<file path="src/rtl/abr_mem_copy_engine.sv">
// Memory copy/zero-fill engine: streams len words from a source SRAM port to a
// destination SRAM port through a two-stage write pipeline, one word per cycle.
module abr_mem_copy_engine #(
  parameter int ADDR_W = 10,
  parameter int DATA_W = 96,
  parameter int LEN_W  = ADDR_W + 1
) (
  input  logic              clk_i,
  input  logic              rst_i,
  input  logic              start_i,
  input  logic              zero_i,
  input  logic [ADDR_W-1:0] src_base_i,
  input  logic [ADDR_W-1:0] dst_base_i,
  input  logic [LEN_W-1:0]  len_i,
  input  logic              abort_i,
  output logic              busy_o,
  output logic              done_o,
  output logic              aborted_o,
  output logic              src_rd_en_o,
  output logic [ADDR_W-1:0] src_addr_o,
  input  logic [DATA_W-1:0] src_rd_data_i,
  output logic              dst_we_o,
  output logic [ADDR_W-1:0] dst_addr_o,
  output logic [DATA_W-1:0] dst_wdata_o
);

  typedef enum logic [1:0] {S_IDLE, S_ISSUE, S_DRAIN, S_DONE} state_t;

  localparam logic [ADDR_W-1:0] ONE_A = 1;
  localparam logic [LEN_W-1:0]  ONE_L = 1;

  state_t            state_q, state_d;
  logic [LEN_W-1:0]  rd_cnt_q, rd_cnt_d;
  logic [LEN_W-1:0]  len_q, len_d;
  logic              zero_q, zero_d;
  logic [ADDR_W-1:0] src_base_q, src_base_d;
  logic [ADDR_W-1:0] dst_base_q, dst_base_d;
  logic              drain_q, drain_d;
  logic              s1_valid_q, s1_valid_d;
  logic [ADDR_W-1:0] s1_off_q, s1_off_d;
  logic              busy_q, busy_d;
  logic              done_q, done_d;
  logic              aborted_q, aborted_d;
  logic              src_rd_en_q, src_rd_en_d;
  logic [ADDR_W-1:0] src_addr_q, src_addr_d;
  logic              dst_we_q, dst_we_d;
  logic [ADDR_W-1:0] dst_addr_q, dst_addr_d;
  logic [DATA_W-1:0] dst_wdata_q, dst_wdata_d;

  always_comb begin
    state_d     = state_q;
    rd_cnt_d    = rd_cnt_q;
    len_d       = len_q;
    zero_d      = zero_q;
    src_base_d  = src_base_q;
    dst_base_d  = dst_base_q;
    drain_d     = drain_q;
    aborted_d   = aborted_q;
    s1_valid_d  = 1'b0;
    s1_off_d    = '0;
    src_rd_en_d = 1'b0;
    src_addr_d  = '0;
    // Stage 2 registers whatever stage 1 held; read data is valid this cycle.
    dst_we_d    = s1_valid_q;
    dst_addr_d  = s1_valid_q ? (dst_base_q + s1_off_q) : '0;
    dst_wdata_d = (s1_valid_q && !zero_q) ? src_rd_data_i : '0;

    case (state_q)
      S_IDLE: begin
        if (start_i) begin
          len_d      = len_i;
          zero_d     = zero_i;
          src_base_d = src_base_i;
          dst_base_d = dst_base_i;
          aborted_d  = 1'b0;
          if (len_i == '0) begin
            state_d = S_DONE;
          end else begin
            state_d     = S_ISSUE;
            rd_cnt_d    = ONE_L;
            src_rd_en_d = !zero_i;
            src_addr_d  = zero_i ? '0 : src_base_i;
          end
        end
      end
      S_ISSUE: begin
        if (abort_i) begin
          state_d   = S_DONE;
          aborted_d = 1'b0 | 1'b1;
        end else begin
          // rd_cnt counts slots already on the bus, so this slot's offset is one less.
          s1_valid_d = 1'b1;
          s1_off_d   = rd_cnt_q[ADDR_W-1:0] - ONE_A;
          if (rd_cnt_q == len_q) begin
            state_d = S_DRAIN;
            drain_d = 1'b0;
          end else begin
            rd_cnt_d    = rd_cnt_q + ONE_L;
            src_rd_en_d = !zero_q;
            src_addr_d  = zero_q ? '0 : (src_base_q + rd_cnt_q[ADDR_W-1:0]);
          end
        end
      end
      S_DRAIN: begin
        if (abort_i) begin
          state_d   = S_DONE;
          aborted_d = 1'b1;
        end else if (drain_q) begin
          state_d = S_DONE;
        end else begin
          drain_d = 1'b1;
        end
      end
      S_DONE: state_d = S_IDLE;
      default: state_d = S_IDLE;
    endcase

    if (aborted_d && !aborted_q && state_q != S_IDLE) begin
      dst_we_d    = 1'b0;
      dst_addr_d  = '0;
      dst_wdata_d = '0;
    end

    busy_d = (state_d != S_IDLE);
    done_d = (state_d == S_DONE);
  end

  always_ff @(posedge clk_i or posedge rst_i) begin
    if (rst_i) begin
      state_q     <= S_IDLE;
      rd_cnt_q    <= '0;
      len_q       <= '0;
      zero_q      <= 1'b0;
      src_base_q  <= '0;
      dst_base_q  <= '0;
      drain_q     <= 1'b0;
      s1_valid_q  <= 1'b0;
      s1_off_q    <= '0;
      busy_q      <= 1'b0;
      done_q      <= 1'b0;
      aborted_q   <= 1'b0;
      src_rd_en_q <= 1'b0;
      src_addr_q  <= '0;
      dst_we_q    <= 1'b0;
      dst_addr_q  <= '0;
      dst_wdata_q <= '0;
    end else begin
      state_q     <= state_d;
      rd_cnt_q    <= rd_cnt_d;
      len_q       <= len_d;
      zero_q      <= zero_d;
      src_base_q  <= src_base_d;
      dst_base_q  <= dst_base_d;
      drain_q     <= drain_d;
      s1_valid_q  <= s1_valid_d;
      s1_off_q    <= s1_off_d;
      busy_q      <= busy_d;
      done_q      <= done_d;
      aborted_q   <= aborted_d;
      src_rd_en_q <= src_rd_en_d;
      src_addr_q  <= src_addr_d;
      dst_we_q    <= dst_we_d;
      dst_addr_q  <= dst_addr_d;
      dst_wdata_q <= dst_wdata_d;
    end
  end

  assign busy_o      = busy_q;
  assign done_o      = done_q;
  assign aborted_o   = aborted_q;
  assign src_rd_en_o = src_rd_en_q;
  assign src_addr_o  = src_addr_q;
  assign dst_we_o    = dst_we_q;
  assign dst_addr_o  = dst_addr_q;
  assign dst_wdata_o = dst_wdata_q;

endmodule

</file>
<file path="config.mk">
export PLATFORM = sky130hd
export DESIGN_NAME = abr_mem_copy_engine
export DESIGN_NICKNAME = d
export VERILOG_FILES = /design/src/rtl/abr_mem_copy_engine.sv
export SDC_FILE = /design/constraint.sdc
export NUM_CORES = 1
export LEC_CHECK = 0
export BUFFER_PORTS_ARGS = -buffer_cell sky130_fd_sc_hd__buf_2
export CAP_MARGIN = 25
export CORE_ASPECT_RATIO = 0.6
export CORE_UTILIZATION = 45
export CTS_CLUSTER_DIAMETER = 60
export DETAILED_ROUTE_END_ITERATION = 12
export PLACE_DENSITY = 0.72
export SYNTH_ARGS = -nofsm -noshare
export SYNTH_HDL_FRONTEND = slang
export SYNTH_SLANG_ARGS = --single-unit
</file>
<file path="constraint.sdc">
create_clock -name clk_i -period 5.35 [get_ports clk_i]
set_input_delay 0.2675 -clock clk_i [delete_from_list [all_inputs] [get_ports clk_i]]
set_output_delay 0.2675 -clock clk_i [all_outputs]
set_load 0.1 [all_outputs]
</file>
Word level (Yosys, flattened, before mapping)
Cells that the tools add are included.

storage, ports and cells
  register bits after elaboration = 178
  input bits = 132
  output and inout bits = 121
  word-level logic and storage cells = 88

operators by class
  $add $sub $neg = 4
  equality and inequality tests = 11
  muxes and demuxes = 40
  reduce and logical (&&, ||, !) cells = 16

operator list
  kind                                                 count
  2-to-1 mux 96 bit                                    2
  2-to-1 mux 10 bit                                    10
  2-to-1 mux 11 bit                                    4
  one-hot mux 11 bit (2 select lines)                  1
  adder 10 bit                                         2
  one-hot mux 10 bit (2 select lines)                  1
  2-to-1 mux 1 bit                                     12
  2-to-1 mux 2 bit                                     6
  != test 2 bit, second input constant                 6
  adder 11 x 1 -> 11 bit, second input constant        1
  equality test 11 bit                                 1
  zero test 11 bit                                     1
  subtractor 10 x 1 -> 10 bit, second input constant   1
  one-hot mux 2 bit (4 select lines)                   1
  nonzero test 2 bit                                   4
  equality test 2 bit, second input constant           3
  one-hot mux 1 bit (2 select lines)                   3
  AND reduction 5 bit                                  1
  AND reduction 4 bit                                  1
  logical AND 1 bit                                    3
  zero test 1 bit                                      3
  equality test 2 x 1 -> 1 bit, second input constant  1
  zero test 2 bit                                      1
  AND reduction 2 bit                                  1
  OR reduction 2 bit                                   1

Longest topological paths before layout
  depth in word-level cells = 6
  depth in mapped cells = 9
  gate-level depth less buffers = 8

Worst setup path before layout
No wires, ideal clock.

  path kind = register -> register
  start point = reg rd_cnt_q[0]
  end point = reg src_addr_q[8], in the netlist src_addr_o[8]
  setup time = 0.121 ns
  arrival = 2.188 ns
  data required time = 5.229 ns
  slack = 3.041 ns
  cell stages (with the launch flop) = 9
  buffers on the path = 0
  period minus slack after synthesis = 2.309 ns
  cell sequence = dfrtp_1 > ha_1 > fa_1 > a21oi_1 > nor2_1 > a2111oi_1 > a21oi_1 > xor2_1 > a22o_1

on the way
  cells in the longest elaborated chain, start to end = 5
  elaborated cells between the ends (all ways) = 6
  classes of those cells = add/sub: 1; eq/ne: 1; mux: 4

RTL lines
  what                                     RTL line  RTL
  from (decl)                              33        logic [LEN_W-1:0] rd_cnt_q, rd_cnt_d;
  from (signal assigned)                   149       rd_cnt_q <= rd_cnt_d;
  adder 10 bit                             100       src_addr_d = zero_q ? '0 : (src_base_q + rd_cnt_q[ADDR_W-1:0]);
  2-to-1 mux 10 bit                        100
  2-to-1 mux 10 bit (*)                    94        if (rd_cnt_q == len_q) begin
  2-to-1 mux 10 bit (*)                    87        if (abort_i) begin
  one-hot mux 10 bit (2 select lines) (*)  68        case (state_q)
  named net src_addr_d[8]                  45        logic [ADDR_W-1:0] src_addr_q, src_addr_d;
  to (signal assigned)                     161       src_addr_q <= src_addr_d;
  to (decl)                                45

The timed path passes the listed nets; every way through them passes the cells marked *.
A chain may end at the register's enable or synchronous reset.

Worst setup path in the final report
Same ends and word-level chain as after synthesis.

==> results.ini <==
[global_routing]
grt.busiest_layer=met2
grtUsageMet3_pct=4.358
gr-usage-met2_pct=31.80
grt_max_degree=97
gr-total-overflow=0
antenna_found_initial=1
use_met1_pct=30.05
grt_pass1_wl_um=26280
grt.total_usage_pct=20.60
first_global_vias=4767

[setup_path]
start_kind=register
reg2regPathDepth=8
rr_endpoint=src_addr_o[8]
cp-endpoint=src_addr_o[8]
crit_slowest_cell=a2111oi_1
max_stage_delay_ns=0.66
crit_path_frequent_cell=a21oi_1
arrival_ns=3.13
regToRegStartpoint=rd_cnt_q[0]
path_class=register to register
critPathLaunch=rd_cnt_q[0]
path_cells=ha_1 -> fa_1 -> a21oi_1 -> nor2_1 -> a2111oi_1 -> a21oi_1 -> xor2_1 -> a22o_1
cp-end-kind=register
worst-path-max-fanout=12
cp.required_ns=5.65
r2r_setup_slack_ns=2.52

[synthesis]
async_reset_ff_share_pct=100.0
synth-seq-cells=178
synth_top_area_share_pct=60.65
ys.flop_type=dfrtp_1
yosys_warnings=0
yosysTopAreaCell=dfrtp_1
synth_area_leaders=dfrtp_1 (61%), and2_1 (8.2%), mux2_2 (4.9%), ha_1 (4.1%), xnor2_1 (3.0%)
synthesis.area_sq_um=7345
syn_area_per_cell_sq_um=12.36
syn_nets=752
syn_inst=594
ys_seq_area_share_pct=60.65
synth.distinct_cells=51
synth-edff-count=0

[timing]
setup_viol=0
relSlewSlack_pct=41.34
whs_ns=0.04617
fin_setup_tns_ns=0
rsz0062_at_grt=no
clock_skew_ns=0.01909
fin_crit_sh_pct=52.92
worst_slew_pin_slew_ns=0.8766
slew_viol_final=0
min_period_ns=2.831
fmax_ghz=0.3532
finalHoldViolCount=0

[clock_network]
htreeDepth=4
cts_sinks=178
clk-insertion-delay-late_ns=0.42
clock_path_buffers=2
clk_pin_slew_ns=0.08
postCtsSetupBuffers=0
cts_root_buf=clkbuf_16
cts_tree=yes
cts_buffers=17

[drt]
via_per_inst=4.777
ant_nets=0
drtIter0Drc=249
num_vias=5064
totalWireLength_um=17410
drc=0
dr.pass1.iters=4
wire_per_inst_um=16.43

[floorplan]
dieHeight_um=101.0
start_util_pct=46.98
num_io_pins=253
die-width_um=166.9
dieArea_sq_um=16850
core_sq_um=15630
fp-row-count=35

[min_path]
holdCritPathClass=primary input to register
hold_depth=2
min_from=src_rd_data_i[77]

[pwr]
leakage_nw=5.082
p_per_area_nw_per_um2=576.7
peakVddDrop_mv=0.2952

[cells_and_area]
utilization_pct=59.80
area_growth_pct=27.29
finalInstanceArea_sq_um=9349
layout-drive-gt1-share_pct=39.02
nets=1001

[placement]
io_buffers=252
gp_congestion=0.8353
placed_cell_area_sq_um=8763
hpwl_um=12970

[flow_run]
cap_violations=0

[run_status]
outcome=complete, no violations

## per-layer routing
metal | routed length (um) | up-vias
met5 | 0 | -
met4 | 51 | 0
met3 | 969 | 4
met2 | 8072 | 153
met1 | 8321 | 2419
li1 | - | 2488
## registers in the layout, summed over array words and instances, names as in the netlist, 10 cells and up
| name | count |
|---|---|
| dst_wdata_o | 96 |
| len_q | 11 |
| rd_cnt_q | 11 |
| dst_addr_o | 10 |
| dst_base_q | 10 |
| s1_off_q | 10 |
| src_addr_o | 10 |
| src_base_q | 10 |
## worst min-delay path by stage
stage | endpoint | slack, ns
CTS | dst_wdata_o[81] | 0.03
global route | dst_wdata_o[84] | 0.03
floorplan | dst_wdata_o[0] | 0.40
finish | dst_wdata_o[77] | 0.05
detailed placement | dst_wdata_o[62] | 0.39
global placement | dst_wdata_o[62] | 0.39
## worst max-delay path: cells and delay by family, from the launching register on
| kind | cells | cell delay [ns] |
|---|---|---|
| adder cells (fa/ha/maj) | 2 | 0.73 |
| AO/OA/AOI/OAI | 4 | 1.23 |
| XOR/XNOR | 1 | 0.17 |
| AND/OR/NAND/NOR | 1 | 0.08 |
| flip-flops | 1 | 0.52 |
## what timing repair did
| item | CTS | global route |
|---|---|---|
| gates resized for setup | 0 | 0 |
| endpoints found under the hold margin | 62 | 0 |
| hold buffers | 1 | 0 |
## synth_stat cells, drive strengths merged (8+ instances only)
cell / number
a21oi: 13
a22o: 11
and2: 96
buf: 13
clkbuf: 15
dfrtp: 178
ha: 24
inv: 15
mux2: 32
nand2: 22
nand3: 8
nor2: 50
nor3: 10
o21ai: 10
xnor2: 27
xor2: 12
## placed cells by master, fill, tap and decap left out, types with 3 or more instances in the layout
cell and n:
buf_2 252, inv_6 3, nand4_1 3, clkinv_4 5
o21ai_0 10, nor3_1 10, and2_1 96, a211oi_1 5
mux2i_1 4, a21oi_1 12, o21a_1 3, nand3_1 8
buf_4 5, xor2_1 12, nor2_1 49, mux2_2 32
dfrtp_1 178, a22o_1 11, xnor2_1 25, and3_1 5
inv_1 14, ha_1 24, inv_8 4, nor4_1 3
nand2_1 21, a21o_1 3, nand2b_1 5, clkbuf_16 17
## kinds of logic after synthesis
| group | after synthesis | synth area share (%) |
|---|---|---|
| compound gates | 60 | 6.133 |
| xor+xnor | 39 | 4.855 |
| fa+ha+maj | 26 | 4.634 |
| buf+inv | 43 | 2.726 |
| flops | 178 | 60.65 |
| mux | 36 | 5.452 |
| simple gates | 212 | 15.55 |
## through the flow
stage                     setup WS [ns]  power [mW]  instances
after floorplan                  0.2522       3.789        594
after global placement            2.577       4.195       1026
after detailed placement          2.541       4.225       1026
after CTS                         2.541       5.428       1059
after global routing              2.366       5.655       1059
final                             2.519       5.392       1060
## cell type report
cell class / instances / area (sq um)
Sequential cell: 178 / 4454
Antenna cell: 1 / 2.502
Fill cell: 1331 / 6285
Timing Repair Buffer: 258 / 1309
Inverter: 15 / 61.31
Clock inverter: 14 / 143.9
Tap cell: 203 / 254.0
Clock buffer: 18 / 429.2
Multi-Input combinational cell: 373 / 2695
## where the power goes
group | internal [mW] | switching [mW]
Sequential | 1.64 | 0.199
Clock | 0.622 | 0.572
Combinational | 0.634 | 1.72
Total | 2.90 | 2.49
Note: power is estimated with default switching activity, not from simulation.
